[config.mk]
export PLATFORM = sky130hd
export DESIGN_NAME = truth_table_sweeper
export DESIGN_NICKNAME = d
export VERILOG_FILES = /design/src/rtl/truth_sweep_pkg.sv /design/src/rtl/truth_table_sweeper_timer.sv /design/src/rtl/truth_table_sweeper.sv
export SDC_FILE = /design/constraint.sdc
export NUM_CORES = 1
export LEC_CHECK = 0
export CORE_MARGIN = 3
export CORE_UTILIZATION = 50
export CTS_BUF_LIST = sky130_fd_sc_hd__clkbuf_4 sky130_fd_sc_hd__clkbuf_8
export DETAILED_ROUTE_END_ITERATION = 10
export GPL_TIMING_DRIVEN = 0
export PLACE_DENSITY = 0.76
export SYNTH_ARGS = -nofsm -noshare
export SYNTH_HDL_FRONTEND = slang
export SYNTH_SLANG_ARGS = --single-unit
[constraint.sdc]
create_clock -name clk -period 4.9 [get_ports clk]
set_input_delay 0.735 -clock clk [delete_from_list [all_inputs] [get_ports clk]]
set_output_delay 0.735 -clock clk [all_outputs]
set_load 0.02 [all_outputs]
[src/rtl/truth_sweep_pkg.sv]
// Shared types and helpers for the exhaustive truth-table sweeper.
// Table lookup works on a max-size table so one function serves every config.
package truth_sweep_pkg;

  typedef enum logic [1:0] {
    IDLE,
    RUN,
    DONE
  } state_e;

  localparam int unsigned MAX_IN  = 8;
  localparam int unsigned MAX_OUT = 8;
  localparam int unsigned TBL_W   = (1 << MAX_IN) * MAX_OUT;

  function automatic int unsigned cnt_width(input int unsigned hold);
    return (hold < 2) ? 1 : $clog2(hold);
  endfunction

  function automatic logic [MAX_OUT-1:0] tbl_entry(
    input logic [TBL_W-1:0] tbl,
    input int unsigned      vec,
    input int unsigned      n_out
  );
    logic [TBL_W-1:0]   sh;
    logic [MAX_OUT-1:0] mask;
    sh   = tbl >> (vec * n_out);
    mask = MAX_OUT'((1 << n_out) - 1);
    return sh[MAX_OUT-1:0] & mask;
  endfunction

endpackage

[src/rtl/truth_table_sweeper_timer.sv]
// Vector and hold counters of the sweeper.
// Strobes mark the sample point and the end of the final vector.
module sweep_timer
  import truth_sweep_pkg::*;
#(
  parameter int unsigned N_IN        = 4,
  parameter int unsigned HOLD_CYCLES = 50,
  parameter int unsigned SAMPLE_AT   = 1,
  parameter int unsigned CW          = 6
) (
  input  logic            clk,
  input  logic            rst_n,
  input  logic            clear_i,
  input  logic            run_i,
  input  logic            freeze_i,
  output logic [N_IN-1:0] vec_o,
  output logic            sample_en_o,
  output logic            last_vec_end_o
);

  localparam logic [CW-1:0]   SAMPLE_IDX = CW'(SAMPLE_AT);
  localparam logic [CW-1:0]   HOLD_LAST  = CW'(HOLD_CYCLES - 1);
  localparam logic [N_IN-1:0] VEC_LAST   = '1;

  logic [N_IN-1:0] vec_q, vec_d;
  logic [CW-1:0]   hold_q, hold_d;
  logic            hold_end, step;

  assign hold_end       = (hold_q == HOLD_LAST);
  assign step           = run_i && !freeze_i;
  assign vec_o          = vec_q;
  assign sample_en_o    = run_i && (hold_q == SAMPLE_IDX);
  assign last_vec_end_o = run_i && hold_end && (vec_q == VEC_LAST);

  always_comb begin
    vec_d  = vec_q;
    hold_d = hold_q;
    unique case (1'b1)
      clear_i: begin
        vec_d  = '0;
        hold_d = '0;
      end
      (step && hold_end && vec_q != VEC_LAST): begin
        vec_d  = vec_q + 1'b1;
        hold_d = '0;
      end
      (step && !hold_end): hold_d = hold_q + 1'b1;
      default: ;
    endcase
  end

  always_ff @(posedge clk or negedge rst_n) begin
    if (!rst_n) begin
      vec_q  <= '0;
      hold_q <= '0;
    end else begin
      vec_q  <= vec_d;
      hold_q <= hold_d;
    end
  end

endmodule

[src/rtl/truth_table_sweeper.sv]
// Clocked exhaustive sweeper: drives all input vectors, compares
// sampled DUT outputs to a truth table and records the results.
module truth_table_sweeper
  import truth_sweep_pkg::*;
#(
  parameter int unsigned N_IN        = 4,
  parameter int unsigned N_OUT       = 1,
  parameter int unsigned HOLD_CYCLES = 50,
  parameter int unsigned SAMPLE_AT   = 1,
  parameter logic [(2**N_IN)*N_OUT-1:0] EXPECTED = '0
) (
  input  logic             clk,
  input  logic             rst_n,
  input  logic             start_i,
  input  logic             stop_on_fail_i,
  output logic [N_IN-1:0]  dut_in_o,
  input  logic [N_OUT-1:0] dut_out_i,
  output logic             busy_o,
  output logic             done_o,
  output logic             pass_o,
  output logic [N_IN:0]    err_count_o,
  output logic             fail_valid_o,
  output logic [N_IN-1:0]  fail_vec_o
);

  localparam int unsigned CW = cnt_width(HOLD_CYCLES);

  state_e          state_q, state_d;
  logic            mode_q, mode_d;
  logic [N_IN:0]   err_q, err_d;
  logic            fv_q, fv_d;
  logic [N_IN-1:0] fvec_q, fvec_d;

  logic [TBL_W-1:0] tbl;
  logic [N_IN-1:0]  vec;
  logic [N_OUT-1:0] exp_out;
  logic             sample_en, last_end;
  logic             clear, running, mism, abort;

  assign tbl     = TBL_W'(EXPECTED);
  assign exp_out = N_OUT'(tbl_entry(tbl, 32'(vec), N_OUT));
  assign running = (state_q == RUN);
  assign clear   = start_i && !running;
  // !== so that X/Z responses count as mismatches in simulation
  assign mism    = sample_en && (dut_out_i !== exp_out);
  assign abort   = mism && mode_q;

  sweep_timer #(
    .N_IN       (N_IN),
    .HOLD_CYCLES(HOLD_CYCLES),
    .SAMPLE_AT  (SAMPLE_AT),
    .CW         (CW)
  ) u_timer (
    .clk           (clk),
    .rst_n         (rst_n),
    .clear_i       (clear),
    .run_i         (running),
    .freeze_i      (abort),
    .vec_o         (vec),
    .sample_en_o   (sample_en),
    .last_vec_end_o(last_end)
  );

  always_comb begin
    state_d = state_q;
    mode_d  = mode_q;
    err_d   = err_q;
    fv_d    = fv_q;
    fvec_d  = fvec_q;
    unique case (state_q)
      IDLE, DONE: begin
        if (start_i) begin
          state_d = RUN;
          mode_d  = stop_on_fail_i;
          err_d   = '0;
          fv_d    = 1'b0;
          fvec_d  = '0;
        end
      end
      RUN: begin
        if (mism) begin
          err_d = err_q + 1'b1;
          if (!fv_q) begin
            fv_d   = 1'b1;
            fvec_d = vec;
          end
        end
        if (abort || last_end) state_d = DONE;
      end
      default: state_d = IDLE;
    endcase
  end

  always_ff @(posedge clk or negedge rst_n) begin
    if (!rst_n) begin
      state_q <= IDLE;
      mode_q  <= 1'b0;
      err_q   <= '0;
      fv_q    <= 1'b0;
      fvec_q  <= '0;
    end else begin
      state_q <= state_d;
      mode_q  <= mode_d;
      err_q   <= err_d;
      fv_q    <= fv_d;
      fvec_q  <= fvec_d;
    end
  end

  assign dut_in_o     = vec;
  assign busy_o       = running;
  assign done_o       = (state_q == DONE);
  assign pass_o       = done_o && (err_q == '0);
  assign err_count_o  = err_q;
  assign fail_valid_o = fv_q;
  assign fail_vec_o   = fvec_q;

endmodule

==> impl_metrics.ini, run 1 <==
[yosys]
synth.largest_area_cell = dfrtp_1
syn-cell-area_um2 = 1290
avgSynthCellArea_um2 = 9.87
synth-edff-count = 0
yosys_warnings = 0
synth_cell_types = 40
synth-seq-area-share_pct = 44.5
syn_inst = 131
synthTopCellsByArea = dfrtp_1, nand2_1, ha_1
ys_ff_latch = 23
synth_nets = 141
synth_top_area_share_pct = 44.5
async_reset_ff_share_pct = 100
synthFlopType = dfrtp_1

[cts]
htree_levels = 1
cts_setup_buffers = 0
cts-buffers-inserted = 3
path_clk_slew_ps = 120
root_buffer = clkbuf_4
max-clock-path-buffers = 2
cts_hold_buf = 0
clkSinkCount = 23
cts_resized = 0
cts_tree = done
insertion_delay_ps = 310

[layout]
drive_gt1_share_pct = 10.9
fin_area_um2 = 1570
fin_cells = 184
nets = 167
syn_to_final_growth_pct = 21.3
diodes = 0
final_util_pct = 67.0

[sta]
min_period_over_period_pct = 52.6
rsz0062_at_grt = no
finalSetupTns_ps = 0
setup_ws_ps = 2320
worstMarginPinSlew_ps = 981
timing.fmax_ghz = 0.388
period_minus_slack_ps = 2580
worst_clock_skew_ps = 6.40
setup_viol = 0
slew_headroom_pct = 34.4
final-max-slew-violation-count = 0
hold_violations = 0

[global_routing]
grt_overflow = 0
track_usage_pct = 19.1
grt_max_degree = 24
grt_pass1_wl_mm = 4.98
antenna_found_initial = 0
grt_pass1_vias = 1083

[worst_setup_path]
r2r-end = u_timer.vec_o[2]
worstPathArrival_ps = 1840
cp.required_ps = 4160
end_kind = primary output
crit_path_end = pass_o
crit_type = flop to primary output
reg2reg_from = u_timer.hold_q[1]
rrSetupSlack_ps = 2920
start_kind = flop
cp-startpoint = err_count_o[0]
crit_fanout = 6
reg2reg_depth = 6

[route]
drt_iter0_drc = 34
ant_nets = 0
wl_per_cell_um = 14.9
firstDrtPassIters = 4
drt-total-wl_mm = 2.74
via_count = 1083
drc = 0
vias_per_cell = 5.89

[place]
place_ws_ps = 2420
placedInstanceArea_um2 = 1540
post-place-cells = 180
dp.final_hpwl_mm = 2.08
gp_congestion = 0.853
numPortBuffers = 21

[die]
die_w_um = 56.8
coreArea_um2 = 2340
io_pins = 22
die-area_um2 = 3230
start_util_pct = 55.2
rows = 17
die_h_um = 56.8

[pwr]
total_leakage_power_uw = 0.000652
vdd_drop_max_mv = 0.391
p_per_area_nw_per_um2 = 492

[status]
status = completed

[hold_path]
min-delay-path-class = flop to flop

[run]
drv_cap = 0
-- kinds of logic (layout without fill, tap and decap cells) --
group	Yosys count	after routing	share of synthesized area (%)
xor+xnor	4	4	2.71
simple gates	52	52	23.6
mux	2	2	1.55
fa+ha+maj	5	5	4.84
flops	23	23	44.5
compound gates	34	34	19.5
buf+inv	11	36	3.29
-- state kept, by name, indices dropped and copies added (netlist names) --
name	count
u_timer.hold_q	6
err_count_o	5
fail_vec_o	4
u_timer.vec_o	4
state_q	2
fail_valid_o	1
mode_q	1
-- synth_stat cells (2+ instances only) --
cell type  instances
o22ai_1            2
nand4_1            2
inv_1             10
ha_1               5
a31oi_1            2
o2bb2ai_1          2
dfrtp_1           23
nand2b_1           4
o21ai_1            2
nor3b_4            2
nand2_1           19
xor2_1             3
a22oi_1            4
o21a_1             2
mux2i_1            2
nand3_1           11
o21ai_0           11
nor4_1             3
-- final cells by class --
type,instances,area (um2)
Inverter,10,37.5
Tap cell,28,35.0
Fill cell,204,772
Clock buffer,4,30.0
Multi-Input combinational cell,97,674
Timing Repair Buffer,21,210
Buffer,1,5.00
Sequential cell,23,576
-- power breakdown --
| group | internal (uW) | switching (uW) | total (uW) |
|---|---|---|---|
| clock | 37.4 | 56.0 | 93.3 |
| sequential | 242 | 69.0 | 311 |
| combinational | 158 | 209 | 368 |
-- metrics by stage --
stage                     total power, uW  hold slack [ps]
final                                 772              538
after global routing                  836              585
after CTS                             773              543
after detailed placement              681              515
after global placement                665              493
after floorplan                       562              439
-- metal layers --
layer / GRT usage (%) / routed length (um)
met1: 25.5 / 1270
met2: 30.4 / 1310
met3: 5.98 / 146
met4: 3.97 / 5
met5: 0 / 0
-- critical path: stages, from the launching register on --
cell	delay, ps
dfrtp_1	450
inv_1	80
ha_1	130
nand2b_1	60
nor4_1	170
clkdlybuf4s50_1	650
-- worst min-delay path by stage --
stage	startpoint	end	slack, ps	cells past startpoint
detailed placement	fail_vec_o[2]	fail_vec_o[2]	510	2
global route	fail_vec_o[2]	fail_vec_o[2]	590	2
finish	fail_vec_o[0]	fail_vec_o[0]	540	2
floorplan	rst_n	err_count_o[0]	440	0
CTS	fail_vec_o[2]	fail_vec_o[2]	540	2
global placement	fail_vec_o[2]	fail_vec_o[2]	490	2
-- layout by cell type (no fill, tap or decap), types with 2 or more instances in the layout --
| cell | instances |
|---|---|
| dfrtp_1 | 23 |
| clkdlybuf4s50_1 | 21 |
| nand2_1 | 19 |
| nand3_1 | 11 |
| o21ai_0 | 11 |
| inv_1 | 10 |
| ha_1 | 5 |
| nand2b_1 | 4 |
| a22oi_1 | 4 |
| clkbuf_4 | 4 |
| nor4_1 | 3 |
| xor2_1 | 3 |
| nor3b_4 | 2 |
| o21a_1 | 2 |
| nand4_1 | 2 |
| a31oi_1 | 2 |
| o2bb2ai_1 | 2 |
| o21ai_1 | 2 |
| o22ai_1 | 2 |
| mux2i_1 | 2 |
(Power assumes the default switching activity.)
==> inputs of run 2 (changes only) <==
Clock period 4.9 ns to 2.41 ns, I/O delays scaled along.
==> results of run 2 <==
Same layout as run 1 (identical final DEF). Status: completed.
Among the figures that moved: setup slack after placement 2420 ps -> 307 ps; setup slack after layout 2320 ps -> 205 ps; register-to-register setup slack 2920 ps -> 430 ps; total power 772 uW -> 1570 uW; worst IR drop on VDD 0.391 mV -> 0.794 mV
